==> config.mk <==
export PLATFORM = sky130hd
export DESIGN_NAME = ca_div_7by4
export DESIGN_NICKNAME = d
export VERILOG_FILES = /design/src/rtl/ca_pkg.sv /design/src/rtl/gf2_deg4.sv /design/src/rtl/ca_div_7by4.sv
export SDC_FILE = /design/constraint.sdc
export NUM_CORES = 1
export LEC_CHECK = 0
export BUFFER_PORTS_ARGS = -buffer_cell sky130_fd_sc_hd__buf_2
export CAP_MARGIN = 25
export CORE_MARGIN = 2
export CORE_UTILIZATION = 60
export DETAILED_ROUTE_END_ITERATION = 8
export GPL_ROUTABILITY_DRIVEN = 0
export PLACE_DENSITY = 0.91
export SLEW_MARGIN = 10
export SYNTH_ARGS = -nofsm -noshare
export SYNTH_HDL_FRONTEND = slang
export SYNTH_SLANG_ARGS = --single-unit
==> constraint.sdc <==
create_clock -name clk -period 5.5 [get_ports clk]
set_input_delay 0.825 -clock clk [delete_from_list [all_inputs] [get_ports clk]]
set_output_delay 0.825 -clock clk [all_outputs]
set_load 0.01 [all_outputs]
==> src/rtl/ca_pkg.sv <==
// Shared constants and FSM state type for the GF(2) 7-by-4 polynomial divider.
// Bit i of every polynomial vector holds the coefficient of x^i.
package ca_pkg;
  localparam int A_W = 7;   // dividend width
  localparam int B_W = 4;   // divisor width
  localparam int Q_W = 7;   // quotient width
  localparam int R_W = 3;   // remainder width (deg r < deg b <= 3)
  localparam int K_W = 3;   // step index width, k = 6..0
  localparam int D_W = 2;   // divisor degree width

  typedef enum logic [1:0] {
    IDLE = 2'd0,
    CALC = 2'd1,
    DONE = 2'd2
  } state_e;
endpackage

==> src/rtl/gf2_deg4.sv <==
// Degree of a 4-bit GF(2) polynomial.
// Ports:
//   p    : polynomial, bit i = coeff of x^i
//   deg  : index of the highest set bit (0 when p == 0)
//   zero : p is the zero polynomial
import ca_pkg::*;

module gf2_deg4 (
  input  logic [B_W-1:0] p,
  output logic [D_W-1:0] deg,
  output logic           zero
);
  always_comb begin
    deg  = 2'd0;
    zero = 1'b0;
    if      (p[3]) deg = 2'd3;
    else if (p[2]) deg = 2'd2;
    else if (p[1]) deg = 2'd1;
    else if (p[0]) deg = 2'd0;
    else           zero = 1'b1;
  end
endmodule

==> src/rtl/ca_div_7by4.sv <==
// Sequential carry-less (GF(2)) divider: a = clmul(q, b) ^ r, deg r < deg b.
// One conditional shift-XOR per cycle, dividend bits scanned from x^6 down
// to x^0, so a result appears a fixed 8 cycles after acceptance.
// Ports:
//   clk, rst              : clock, synchronous active-high reset
//   in_valid/in_ready, a, b : operand handshake (accepted only when idle)
//   out_valid/out_ready   : result handshake, outputs held under backpressure
//   q, r, div0            : quotient, remainder, divide-by-zero flag
import ca_pkg::*;

module ca_div_7by4 (
  input  logic           clk,
  input  logic           rst,
  input  logic           in_valid,
  output logic           in_ready,
  input  logic [A_W-1:0] a,
  input  logic [B_W-1:0] b,
  output logic           out_valid,
  input  logic           out_ready,
  output logic [Q_W-1:0] q,
  output logic [R_W-1:0] r,
  output logic           div0
);
  state_e         state_q, state_d;
  logic [A_W-1:0] rem_q, rem_d;
  logic [Q_W-1:0] quo_q, quo_d;
  logic [B_W-1:0] b_q, b_d;
  logic [D_W-1:0] deg_q, deg_d;
  logic           zero_q, zero_d;
  logic [K_W-1:0] k_q, k_d;
  logic [Q_W-1:0] q_q, q_d;
  logic [R_W-1:0] r_q, r_d;
  logic           div0_q, div0_d;

  logic [D_W-1:0] in_deg;
  logic           in_zero;

  gf2_deg4 u_deg (
    .p    (b),
    .deg  (in_deg),
    .zero (in_zero)
  );

  // Single division step at index k_q.
  logic [K_W-1:0] shift;
  logic [A_W-1:0] rem_step;
  logic [Q_W-1:0] quo_step;

  always_comb begin
    shift    = k_q - {1'b0, deg_q};
    rem_step = rem_q;
    quo_step = quo_q;
    // Reduce only when the leading term of rem sits at or above deg(b).
    // A zero divisor never reduces; its result is forced to zero at the end.
    if (!zero_q && (k_q >= {1'b0, deg_q}) && rem_q[k_q]) begin
      rem_step        = rem_q ^ ({{(A_W-B_W){1'b0}}, b_q} << shift);
      quo_step[shift] = 1'b1;
    end
  end

  always_comb begin
    state_d = state_q;
    rem_d   = rem_q;
    quo_d   = quo_q;
    b_d     = b_q;
    deg_d   = deg_q;
    zero_d  = zero_q;
    k_d     = k_q;
    q_d     = q_q;
    r_d     = r_q;
    div0_d  = div0_q;
    case (state_q)
      IDLE: begin
        if (in_valid) begin
          state_d = CALC;
          rem_d   = a;
          quo_d   = '0;
          b_d     = b;
          deg_d   = in_deg;
          zero_d  = in_zero;
          k_d     = K_W'(A_W - 1);
        end
      end
      CALC: begin
        rem_d = rem_step;
        quo_d = quo_step;
        if (k_q == '0) begin
          state_d = DONE;
          // All bits at or above deg(b) are cleared by now, so the low three
          // bits are the full remainder.
          q_d     = zero_q ? '0 : quo_step;
          r_d     = zero_q ? '0 : rem_step[R_W-1:0];
          div0_d  = zero_q;
        end else begin
          k_d = k_q - 1'b1;
        end
      end
      DONE: begin
        if (out_ready) state_d = IDLE;
      end
      default: state_d = IDLE;
    endcase
  end

  always_ff @(posedge clk) begin
    if (rst) begin
      state_q <= IDLE;
      rem_q   <= '0;
      quo_q   <= '0;
      b_q     <= '0;
      deg_q   <= '0;
      zero_q  <= 1'b0;
      k_q     <= '0;
      q_q     <= '0;
      r_q     <= '0;
      div0_q  <= 1'b0;
    end else begin
      state_q <= state_d;
      rem_q   <= rem_d;
      quo_q   <= quo_d;
      b_q     <= b_d;
      deg_q   <= deg_d;
      zero_q  <= zero_d;
      k_q     <= k_d;
      q_q     <= q_d;
      r_q     <= r_d;
      div0_q  <= div0_d;
    end
  end

  assign in_ready  = (state_q == IDLE);
  assign out_valid = (state_q == DONE);
  assign q         = q_q;
  assign r         = r_q;
  assign div0      = div0_q;
endmodule

# After elaboration in Yosys (flattened, before gate mapping)
# Index checks and enable logic that the tools add are counted.
totals:
  input_bits: 15
  ff_bits: 37
  word_cells: 66
  output_inout_bits: 13
op_classes:
  muxes: 26
  n_shift: 1
  bitwise_logic: 2
  addsub: 2
  eq_ne: 7
  reduce_logical: 13
  n_lt_le_gt_ge: 4
op_table:
  columns: ["op", "count"]
  rows:
  - ["$mux 7", 5]
  - ["$pmux 7 s2", 2]
  - ["$mux 2", 5]
  - ["$mux 3", 3]
  - ["$reduce_and 3->1", 3]
  - ["$lt 3x4->1 const B", 2]
  - ["$ne 2x2->1 const B", 4]
  - ["$mux 1", 7]
  - ["$or 7x7->7", 1]
  - ["$shl 4x3->7", 1]
  - ["$xor 7x7->7", 1]
  - ["$pmux 2 s3", 1]
  - ["$pmux 3 s2", 1]
  - ["$reduce_and 2->1", 3]
  - ["$bmux 1 s3", 1]
  - ["$demux 1 s3", 1]
  - ["$ge 3x1->1 const B", 1]
  - ["$ge 3x2->1", 1]
  - ["$logic_and 1x1->1", 3]
  - ["$logic_not 3->1", 1]
  - ["$sub 3x1->3 const B", 1]
  - ["$sub 3x2->3", 1]
  - ["$eq 2x1->1 const B", 1]
  - ["$eq 2x2->1 const B", 1]
  - ["4 further kinds", 4]

# Logic depth before layout (Yosys ltp)
logic_depth:
  ltp_word: 8
  ltp_mapped: 12
  mapped_depth_nobuf: 9

# Modules after synthesis
# A second synthesis with hierarchy kept.
hier_totals:
  hier_cells: 259
  hier_area_um2: 2169.6
by_module_without_submodules:
  columns: ["module", "cells_per_inst", "n_inst", "area_per_inst_um2", "seq_area_each_um2"]
  rows:
  - ["ca_div_7by4", 255, 1, 2139.6, 740.7]
  - ["gf2_deg4", 4, 1, 30.0, 0.0]

# Least setup slack after synthesis
# Ideal clock, no wire load.
synth_path:
  path_kind: "register to register"
  startpoint: "reg k_q[0]"
  endpoint: "reg rem_q[6]"
  setup_time_ps: 75
  synth_period_minus_slack_ps: 2450
  required_time_ps: 5425
  arrival_time_ps: 2375
  stages_incl_launch_ff: 12
  path_slack_ps: 3050
  n_path_buf: 2
  path_cell_list: "dfxtp_1 buf_6 inv_1 ha_1 inv_1 fa_1 clkbuf_1 mux2_2 and3_1 a211oi_1 a32oi_1 a31oi_1"
synth_between:
  elab_chain_len: 5
  word_cells_on_any_way: 12
  cone_classes: "add/sub (1); order compare (1); eq/ne (1); shift (1); mux (4); bitwise (1); reduce/logical (3)"
synth_lines:
  columns: ["element", "line_no", "source"]
  rows:
  - ["start, declared", "ca_div_7by4.sv:30", "logic [K_W-1:0] k_q, k_d;"]
  - ["start signal, assigned", "ca_div_7by4.sv:124", "k_q <= k_d;"]
  - ["$sub 3x2->3 (tied with other cells)", "ca_div_7by4.sv:50", "shift = k_q - {1'b0, deg_q};"]
  - ["$shl 4x3->7 (tied with other cells)", "ca_div_7by4.sv:56", "rem_step = rem_q ^ ({{(A_W-B_W){1'b0}}, b_q} << shift);"]
  - ["$xor 7x7->7 / $logic_and 1x1->1 (equally long branches)", "ca_div_7by4.sv:56, ca_div_7by4.sv:55", null]
  - ["$mux 7 / $ne 2x2->1 (equally long branches)", null, null]
  - ["$pmux 7 s2 / $reduce_and 3->1 (equally long branches)", null, null]
  - ["end signal, assigned", "ca_div_7by4.sv:119", "rem_q <= rem_d;"]
  - ["end, declared", "ca_div_7by4.sv:25", "logic [A_W-1:0] rem_q, rem_d;"]
# Several ways; a longest one is shown, not always the timed one. The select of a mux whose other input is x is not followed.
# A chain may end at the register's enable or synchronous reset.

# Worst setup path after layout
# Ends and elaborated chain as after synthesis.

==> impl_metrics.sql <==
INSERT INTO impl_metrics (metric_group, metric, value, unit) VALUES
('status', 'status', 'complete, no violations', ''),
('pwr', 'cellPowerDensity', '322', 'mW/mm^2'),
('floorplan', 'io_pins', '28', ''),
('pwr', 'irDropWorstVdd', '0.167', 'mV'),
('setup_path', 'worst-endpoint-required', '5790', 'ps'),
('setup_path', 'crit-reg2reg-launch', 'k_q[0]', ''),
('synth', 'ys_seq_elements', '37', ''),
('sta', 'upper_clock_frequency_limit', '325', 'MHz'),
('clocking', 'clk_path_buf_depth', '2', ''),
('sta', 'share_of_the_clock_period_used_by_the_worst_path', '55.9', '%'),
('job', 'drv_cap', '0', ''),
('sta', 'worst_slew_pin_slew', '610', 'ps'),
('routing', 'post_drt_wl_per_cell', '14.8', 'um'),
('synth', 'synth_area', '0.00188', 'mm^2'),
('setup_path', 'worstPathBufferInverterCount', '1', ''),
('setup_path', 'crit_path_max_fanout', '18', ''),
('setup_path', 'timing.rr.end', 'rem_q[6]', ''),
('min_path', 'min_from', 'q[1]', ''),
('grt', 'wire_length_of_the_first_global_routing_pass', '7140', 'um'),
('synth', 'gate_count_post_synth', '221', ''),
('routing', 'viasPerCell', '5.96', ''),
('min_path', 'hold_path_end', 'q[1]', ''),
('routing', 'drt_iter0_drc', '118', ''),
('finish', 'area.growth.synth_to_final', '11.2', '%'),
('min_path', 'hp-class', 'flop to flop', ''),
('sta', 'setup_viol_count_final', '0', ''),
('setup_path', 'crit_path_start_kind', 'flop', ''),
('clocking', 'worst_setup_hold_path_clk_slew', '120', 'ps'),
('synth', 'yosysSeqAreaShare', '39.4', '%'),
('floorplan', 'fp-row-count', '20', ''),
('sta', 'worst_slew_margin', '59.2', '%'),
('floorplan', 'initial_core_util', '62.1', '%'),
('finish', 'layoutNonFillerInstCount', '286', ''),
('setup_path', 'r2r_cells', '8', ''),
('synth', 'synth_edf_count', '0', ''),
('setup_path', 'cpMaxStageDelayCell', 'ha_1', ''),
('routing', 'first_pass_iters', '4', ''),
('clocking', 'tritoncts.num_buffers', '5', ''),
('routing', 'wl', '4240', 'um'),
('clocking', 'cts_post_setup_buffers_inserted', '0', ''),
('sta', 'rsz0062_at_grt', 'no', ''),
('floorplan', 'floorplan.die.width', '60.0', 'um'),
('clocking', 'resized_cells_post_cts', '0', ''),
('grt', 'via_count_of_the_first_global_routing_pass', '1566', ''),
('setup_path', 'reg2reg_slack', '2430', 'ps'),
('routing', 'drc', '0', ''),
('setup_path', 'ordered_list_of_cells_on_the_worst_path', 'inv_1 -> ha_1 -> nand2b_1 -> a211o_1 -> nand4b_1 -> or2_1 -> or3_1 -> a31oi_1', ''),
('grt', 'groute.usage.overall', '27.3', '%'),
('synth', 'post-synth-top-area-cell', 'dfxtp_1', ''),
('synth', 'synthDominantCellAreaShare', '39.4', '%'),
('synth', 'netlist_top_cells_count', '37 x dfxtp_1, 30 x nand2_1, 17 x a21oi_1, 17 x nor2_1', ''),
('pwr', 'leakagePower', '0.000784', 'uW'),
('placed_design', 'placed_cells', '278', ''),
('clocking', 'worst_skew_pair.late_latency', '360', 'ps'),
('synth', 'post_synth_num_cell_types', '46', ''),
('setup_path', 'timing.critical_path.arrival', '3370', 'ps'),
('sta', 'skew', '16.2', 'ps'),
('finish', 'antenna_cells_inserted', '0', ''),
('synth', 'synth_warnings', '0', ''),
('synth', 'synthesized_netlist_net_count', '241', ''),
('finish', 'fillers', '236', ''),
('synth', 'synth_top_flop_cell', 'dfxtp_1', ''),
('sta', 'hold_viol_final', '0', ''),
('finish', 'layout.nets', '261', ''),
('grt', 'number_of_antenna_violations_at_the_first_check_in_global_routing', '0', ''),
('sta', 'timing_max_transition_violations_final', '0', ''),
('setup_path', 'critPathTopFamily', 'simple AND/OR/NAND/NOR gates', ''),
('grt', 'globalRoute.totalOverflow', '0', ''),
('floorplan', 'fp.dieH', '60.0', 'um'),
('synth', 'postSynth.asyncResetShare', '0', '%'),
('grt', 'grt_max_degree', '31', '');
-- worst reg2reg max path, delay by kind of cell, from the launching register on --
kind | cells | cell delay (ps)
adder cells (fa/ha/maj) | 1 | 650
buffers and inverters | 1 | 140
AO/OA/AOI/OAI | 2 | 250
AND/OR/NAND/NOR | 4 | 1450
flip-flops | 1 | 520
-- cells by family after synthesis --
family                   after synthesis  synth area share [%]
AO/OA/AOI/OAI                         58                  20.3
XOR/XNOR                               6                  3.20
adder cells (fa/ha/maj)                5                  3.73
buffers and inverters                 19                  4.66
flip-flops                            37                  39.4
multiplexers                           8                  4.46
AND/OR/NAND/NOR                       88                  24.2
-- metal layers --
| metal | wire length (um) | track usage, % | up-vias |
|---|---|---|---|
| li1 | - | - | 841 |
| met1 | 1880 | 34.1 | 802 |
| met2 | 2030 | 42.4 | 56 |
| met3 | 267 | 8.87 | 6 |
| met4 | 62 | 12.7 | 0 |
| met5 | 0 | 0 | - |
-- state kept, by name (all words and copies together) (netlist names) --
register  flops
q             7
quo_q         7
rem_q         7
b_q           4
k_q           3
r             3
deg_q         2
state_q       2
div0          1
zero_q        1
-- worst max-delay path by stage --
stage           start  endpoint  cells after the start
6_report       k_q[0]  rem_q[6]                      8
5_1_grt        k_q[0]  rem_q[6]                      8
4_1_cts        k_q[0]  rem_q[6]                      8
3_5_place_dp   k_q[0]  rem_q[5]                      8
3_3_place_gp   k_q[0]  rem_q[4]                      8
2_1_floorplan  k_q[0]  rem_q[6]                     11
-- power breakdown --
| group | leakage, uW | switching (uW) | internal (uW) | total [uW] |
|---|---|---|---|---|
| registers | 0.000302 | 18.2 | 284 | 303 |
| clock network | 0.0000445 | 97.0 | 108 | 205 |
| logic | 0.000438 | 106 | 57.9 | 164 |
-- area by class of cell --
class                           count  area, um^2  share of cell area (%)
Tap cell                           44        55.1                    2.63
Clock inverter                      2        37.5                    1.80
Sequential cell                    37         741                    35.4
Clock buffer                        6        51.3                    2.46
Multi-Input combinational cell    165        1050                    50.3
Timing Repair Buffer               27         135                    6.47
Inverter                            5        18.8                   0.898
-- layout by cell type (no fill, tap or decap), drive strengths merged, types with 2 or more instances in the layout --
cell type / n
inv: 5
a21oi: 17
clkbuf: 6
ha: 4
nor2: 17
xnor2: 5
nor4: 4
a22o: 5
dfxtp: 37
nand2b: 3
nor3b: 4
a32oi: 3
mux2i: 5
nor3: 10
nor2b: 5
mux2: 3
o22ai: 4
or3: 5
buf: 27
a211oi: 6
a31oi: 4
a22oi: 4
o21ai: 9
nand2: 30
a311oi: 2
nand3: 4
-- through the flow --
| step | hold slack, ps | worst slack, ps | instance area, um^2 | total power [uW] |
|---|---|---|---|---|
| after global placement | 434 | 2680 | 2000 | 463 |
| after floorplan | 417 | 3050 | 1880 | 436 |
| after global routing | 495 | 2150 | 2090 | 708 |
| after CTS | 469 | 2460 | 2090 | 673 |
| final | 472 | 2430 | 2090 | 672 |
| after detailed placement | 445 | 2460 | 2000 | 470 |
Power figures use the tool's default switching activity.
